`config.mk`:
```
export PLATFORM = sky130hd
export DESIGN_NAME = cbud_mod_flat
export DESIGN_NICKNAME = d
export VERILOG_FILES = /design/src/rtl/cbud_pkg.sv /design/src/rtl/cbud_if.sv /design/src/rtl/cbud_next.sv /design/src/rtl/cbud_mod.sv /design/src/flat_wrapper.sv
export SDC_FILE = /design/constraint.sdc
export NUM_CORES = 1
export LEC_CHECK = 0
export BUFFER_PORTS_ARGS = -buffer_cell sky130_fd_sc_hd__buf_4
export CAP_MARGIN = 20
export CORE_MARGIN = 2
export CORE_UTILIZATION = 50
export DETAILED_ROUTE_END_ITERATION = 10
export PLACE_DENSITY = 0.78
export SYNTH_ARGS = -nofsm -noshare
export SYNTH_HDL_FRONTEND = slang
export SYNTH_HIERARCHICAL = 1
export SYNTH_SLANG_ARGS = --single-unit
```
`constraint.sdc`:
```
create_clock -name CLK -period 3.7 [get_ports CLK]
set_input_delay 0.37 -clock CLK [delete_from_list [all_inputs] [get_ports CLK]]
set_output_delay 0.37 -clock CLK [all_outputs]
set_load 0.01 [all_outputs]
```
`src/rtl/cbud_pkg.sv`:
```
// Shared types and helpers for the cbud_mod up/down counter.
// Values are carried as 33-bit words so one helper serves every WIDTH up to 32.
package cbud_pkg;

    localparam logic DIR_UP = 1'b0;
    localparam logic DIR_DN = 1'b1;

    typedef logic [32:0] cbud_word_t;

    function automatic cbud_word_t cbud_clamp(cbud_word_t d, cbud_word_t modulus);
        return (d >= modulus) ? modulus - 33'd1 : d;
    endfunction

    function automatic logic cbud_term(cbud_word_t q, logic dir, cbud_word_t modulus);
        return ((dir == DIR_UP) && (q == modulus - 33'd1)) || ((dir == DIR_DN) && (q == '0));
    endfunction

endpackage

```
`src/rtl/cbud_if.sv`:
```
// Control/data bundle for cbud_mod. CMP and MATCH exist only when CBUD_MATCH_EN is defined.
interface cbud_if
    import cbud_pkg::*;
#(
    parameter int unsigned WIDTH = 8
);
    logic             PS;
    logic             CS;
    logic             LD;
    logic [WIDTH-1:0] D;
    logic             EN;
    logic             CAI;
    logic             DNUP;
    logic             OVFCLR;
    logic [WIDTH-1:0] Q;
    logic             CAO;
    logic             OVF;
`ifdef CBUD_MATCH_EN
    logic [WIDTH-1:0] CMP;
    logic             MATCH;

    modport master (output PS, CS, LD, D, EN, CAI, DNUP, OVFCLR, CMP,
                    input  Q, CAO, OVF, MATCH);
    modport slave  (input  PS, CS, LD, D, EN, CAI, DNUP, OVFCLR, CMP,
                    output Q, CAO, OVF, MATCH);
`else
    modport master (output PS, CS, LD, D, EN, CAI, DNUP, OVFCLR,
                    input  Q, CAO, OVF);
    modport slave  (input  PS, CS, LD, D, EN, CAI, DNUP, OVFCLR,
                    output Q, CAO, OVF);
`endif
endinterface

```
`src/rtl/cbud_next.sv`:
```
// Combinational next-state and terminal-value logic for cbud_mod.
module cbud_next
    import cbud_pkg::*;
#(
    parameter int unsigned     WIDTH    = 8,
    parameter longint unsigned MODULUS  = 64'd1 << WIDTH,
    parameter int unsigned     SATURATE = 0
) (
    input  logic [WIDTH-1:0] q,
    input  logic [WIDTH-1:0] d,
    input  logic             ps,
    input  logic             cs,
    input  logic             ld,
    input  logic             cnt,
    input  logic             dnup,
    output logic [WIDTH-1:0] q_nxt,
    output logic             term
);
    localparam cbud_word_t       MOD_W = cbud_word_t'(MODULUS);
    localparam cbud_word_t       TOP_W = MOD_W - 33'd1;
    localparam logic [WIDTH-1:0] TOP   = TOP_W[WIDTH-1:0];
    localparam logic [WIDTH:0]   ONE   = {{WIDTH{1'b0}}, 1'b1};

    logic [WIDTH:0] step_w;

    always_comb begin
        step_w = (dnup == DIR_DN) ? {1'b0, q} - ONE : {1'b0, q} + ONE;
        term   = cbud_term(cbud_word_t'(q), dnup, MOD_W);
        q_nxt  = q;
        if (ps) begin
            q_nxt = TOP;
        end else if (cs) begin
            q_nxt = '0;
        end else if (ld) begin
            q_nxt = WIDTH'(cbud_clamp(cbud_word_t'(d), MOD_W));
        end else if (cnt && !(term && SATURATE != 0)) begin
            // Borrow out of zero or reaching MODULUS is the wrap point.
            if ((dnup == DIR_DN) && step_w[WIDTH]) begin
                q_nxt = TOP;
            end else if (step_w == MOD_W[WIDTH:0]) begin
                q_nxt = '0;
            end else begin
                q_nxt = step_w[WIDTH-1:0];
            end
        end
    end

endmodule

```
`src/rtl/cbud_mod.sv`:
```
// Cascadable up/down counter with programmable modulus, load, preset/clear and sticky OVF.
// Optional registered compare output MATCH is enabled with the CBUD_MATCH_EN macro.
module cbud_mod
    import cbud_pkg::*;
#(
    parameter int unsigned     WIDTH    = 8,
    parameter longint unsigned MODULUS  = 64'd1 << WIDTH,
    parameter int unsigned     SATURATE = 0
) (
    input logic  CLK,
    input logic  RSTN,
    cbud_if.slave bus
);
    logic [WIDTH-1:0] q_q;
    logic [WIDTH-1:0] q_nxt;
    logic             ovf_q;
    logic             term;
    logic             cnt;
    logic             cao;
    logic             step;

    assign cnt = bus.CAI & bus.EN;

    cbud_next #(
        .WIDTH    (WIDTH),
        .MODULUS  (MODULUS),
        .SATURATE (SATURATE)
    ) u_next (
        .q     (q_q),
        .d     (bus.D),
        .ps    (bus.PS),
        .cs    (bus.CS),
        .ld    (bus.LD),
        .cnt   (cnt),
        .dnup  (bus.DNUP),
        .q_nxt (q_nxt),
        .term  (term)
    );

    // CAO ignores PS/CS/LD; a step event additionally requires none of them.
    assign cao  = cnt & term;
    assign step = cao & ~(bus.PS | bus.CS | bus.LD);

    always_ff @(posedge CLK) begin
        if (!RSTN) begin
            q_q   <= '0;
            ovf_q <= 1'b0;
        end else begin
            q_q <= q_nxt;
            if (step) begin
                ovf_q <= 1'b1;
            end else if (bus.OVFCLR) begin
                ovf_q <= 1'b0;
            end
        end
    end

    assign bus.Q   = q_q;
    assign bus.CAO = cao;
    assign bus.OVF = ovf_q;

`ifdef CBUD_MATCH_EN
    logic match_q;

    always_ff @(posedge CLK) begin
        if (!RSTN) begin
            match_q <= 1'b0;
        end else begin
            match_q <= (q_nxt == bus.CMP);
        end
    end

    assign bus.MATCH = match_q;
`endif

endmodule

```
`src/flat_wrapper.sv`:
```
// flat-port wrapper written by rule: the top's interface ports become plain ports
module cbud_mod_flat import cbud_pkg::*;
#(
    parameter int unsigned     WIDTH    = 8,
    parameter longint unsigned MODULUS  = 64'd1 << WIDTH,
    parameter int unsigned     SATURATE = 0
)
  (CLK, RSTN, bus_PS, bus_CS, bus_LD, bus_D, bus_EN, bus_CAI, bus_DNUP, bus_OVFCLR, bus_Q, bus_CAO, bus_OVF);
  cbud_if #(.WIDTH(WIDTH)) bus_i ();
  input logic CLK;
  input logic RSTN;
  input wire logic [$bits(bus_i.PS)-1:0] bus_PS;
  input wire logic [$bits(bus_i.CS)-1:0] bus_CS;
  input wire logic [$bits(bus_i.LD)-1:0] bus_LD;
  input wire logic [$bits(bus_i.D)-1:0] bus_D;
  input wire logic [$bits(bus_i.EN)-1:0] bus_EN;
  input wire logic [$bits(bus_i.CAI)-1:0] bus_CAI;
  input wire logic [$bits(bus_i.DNUP)-1:0] bus_DNUP;
  input wire logic [$bits(bus_i.OVFCLR)-1:0] bus_OVFCLR;
  output wire logic [$bits(bus_i.Q)-1:0] bus_Q;
  output wire logic [$bits(bus_i.CAO)-1:0] bus_CAO;
  output wire logic [$bits(bus_i.OVF)-1:0] bus_OVF;
  assign bus_i.PS = bus_PS;
  assign bus_i.CS = bus_CS;
  assign bus_i.LD = bus_LD;
  assign bus_i.D = bus_D;
  assign bus_i.EN = bus_EN;
  assign bus_i.CAI = bus_CAI;
  assign bus_i.DNUP = bus_DNUP;
  assign bus_i.OVFCLR = bus_OVFCLR;
  assign bus_Q = bus_i.Q;
  assign bus_CAO = bus_i.CAO;
  assign bus_OVF = bus_i.OVF;
  cbud_mod #(.WIDTH(WIDTH), .MODULUS(MODULUS), .SATURATE(SATURATE)) u_core (.CLK(CLK), .RSTN(RSTN), .bus(bus_i));
endmodule
```
==> results.json <==
{
  "die_area_sq_um": 2080,
  "clock-sinks": 9,
  "yosysTopAreaCell": "dfxtp_1",
  "rr_worst_depth": 12,
  "route.detailed.drc": 0,
  "async_flop_share_pct": 0,
  "worstPathRequired_ns": 3.86,
  "ys_top_cells_by_area": "dfxtp_1 21%, ha_1 13%, a21oi_1 7.5%",
  "fin_hold_ws_ns": 0.372,
  "fp.dieH_um": 45.6,
  "numPlacedInstances": 150,
  "gp_congestion": 0.853,
  "hold_viol_final": 0,
  "final_cell_mix": "26 x buf_4, 13 x a21oi_1, 9 x and2_1, 9 x nor2_1, 9 x ha_1",
  "maxCapViolCount": 0,
  "place_hpwl_um": 1780,
  "crit_path_max_incr_delay_ns": 0.55,
  "drt_iter0_drc": 36,
  "finalPower_mw": 0.327,
  "cp_slowest_cell": "or4b_1",
  "final_cell_area_sq_um": 1100,
  "fin_setup_tns_ns": 0,
  "clockRootBuffer": "clkbuf_4",
  "core_sq_um": 1670,
  "slew_headroom_pct": 72.2,
  "final.min_clock_period_ns": 3.52,
  "die_w_um": 45.6,
  "cp.arrival_ns": 3.68,
  "path_max_fanout": 6,
  "post-route-util_pct": 65.9,
  "outcome": "finished clean",
  "min_delay_path_depth": 2,
  "synthesis.nets": 136,
  "hp-class": "in2reg",
  "tightest_slew_ns": 0.414,
  "cts_hold_buffers": 0,
  "powerDensity_nw_per_um2": 297,
  "critPathLaunchType": "flip-flop",
  "grt-ovfl-total": 0,
  "worstSetupPathType": "reg2reg",
  "clock_latency_ns": 0.28,
  "antenna_found_initial": 0,
  "antenna_cells": 0,
  "cp-end-kind": "flip-flop",
  "area_delta_synth_final_pct": 27.4,
  "mostFrequentLayoutCell": "buf_4",
  "syn_area_sq_um": 865,
  "fin_nets": 165,
  "rsz0062_at_grt": "false",
  "htree_levels": 1,
  "io_pins": 27,
  "grtUsageTotal_pct": 26.0,
  "syn-mean-instance-area_sq_um": 7.93,
  "cts_max_path_buffers": 2,
  "synth_top_area_share_pct": 20.8,
  "grt_pass1_vias": 866,
  "dpl_cell_area_sq_um": 1070,
  "wl_um": 2260,
  "instances_no_fill": 154,
  "vias_per_cell": 5.90,
  "peakVddDrop_mv": 0.179,
  "ant_nets": 0,
  "drv_slew": 0,
  "finalSetupViolations": 0,
  "yosysWarnings": 6,
  "start_util_pct": 51.8,
  "synth-seq-area-share_pct": 20.8,
  "dr.pass1.iters": 4,
  "ys_ff_latch": 9,
  "cpMostUsedCell": "or4b_1",
  "place_ws_ns": 0.201,
  "grt_start_max_net_pins": 12,
  "synth-edff-count": 0,
  "drive_gt1_share_pct": 25.5,
  "cts_tree": "done",
  "fin_worst_skew_ns": 0.0103,
  "p_leak_nw": 0.503,
  "path_cells": "inv_1 -> fa_1 -> nor2b_1 -> o211ai_1 -> a21o_1 -> nand2b_1 -> a21oi_1 -> ha_1 -> or4b_1 -> or4b_1 -> a211o_1 -> and2_1",
  "setup_ws_ns": 0.178,
  "wl_per_cell_um": 14.7,
  "grt_pass1_wl_um": 3840,
  "rows": 15,
  "max_freq_mhz": 284,
  "numPortBuffers": 26,
  "cts_made_buffers": 3,
  "fin_crit_sh_pct": 95.2,
  "clkTransAtPathRegs_ns": 0.08,
  "route.vias.total": 909,
  "synth_ff_type": "dfxtp_1",
  "synthCells": 109,
  "ys_types": 33
}
==> timing repair <==
action	CTS	global route
buffers inserted	0	0
resized for setup	0	1
setup endpoints to repair	0	1
==> worst paths after layout <==
| path | from | end | slack, ns |
|---|---|---|---|
| min | RSTN | u_core/bus.Q[5] | 0.37 |
| max | u_core/bus.Q[1] | u_core/bus.Q[1] | 0.18 |
| min reg2reg | u_core/bus.OVF | u_core/bus.OVF | 0.50 |
| max reg2reg | u_core/bus.Q[1] | u_core/bus.Q[1] | 0.18 |
==> power by group <==
| part | internal, mW | switching (mW) | total (mW) |
|---|---|---|---|
| logic | 0.0637 | 0.0656 | 0.129 |
| registers | 0.104 | 0.0102 | 0.114 |
| clock network | 0.0418 | 0.0424 | 0.0842 |
| total | 0.209 | 0.118 | 0.327 |
==> kinds of logic after synthesis <==
group                    share of synthesized area [%]
XOR/XNOR                                          5.07
AND/OR/NAND/NOR                                   26.2
multiplexers                                      2.32
AO/OA/AOI/OAI                                     27.6
buffers and inverters                             2.60
flip-flops                                        20.8
adder cells (fa/ha/maj)                           15.3
==> final cells by class <==
class                   instances  area (sq um)
well taps                      17          21.3
flip-flops and latches          9           181
inverters                       4          15.0
repair buffers                 26           195
fillers                       140           569
multi-input cells              94           662
clock buffers                   4          26.3
==> layer usage <==
metal  global-route usage, %  share of wire, %  vias up
li1                        -                 -      461
met1                    34.2                47      411
met2                    40.6                45       32
met3                    5.95               5.5        5
met4                    10.6               1.9        0
met5                       0                 0        -
==> cell usage after synthesis (3+ instances only) <==
master and count:
ha_1 9, inv_1 4, nor3_1 4, a21oi_1 13, and2_1 9, xnor2_1 3
o22ai_1 5, o21ai_0 8, dfxtp_1 9, nand2_1 3, or2_2 3, nor2_1 9
==> state kept, by name, summed over array words and instances, names as in the netlist <==
name,cells
u_core/bus.OVF,1
u_core/bus.Q,8
==> worst max-delay path: cells and delay by family, from the launching register on <==
family,cells,cell delay (ns)
simple gates,5,1.45
fa+ha+maj,2,0.70
compound gates,4,0.68
flops,1,0.46
buf+inv,1,0.12
Note: power is estimated with default switching activity, not from simulation.
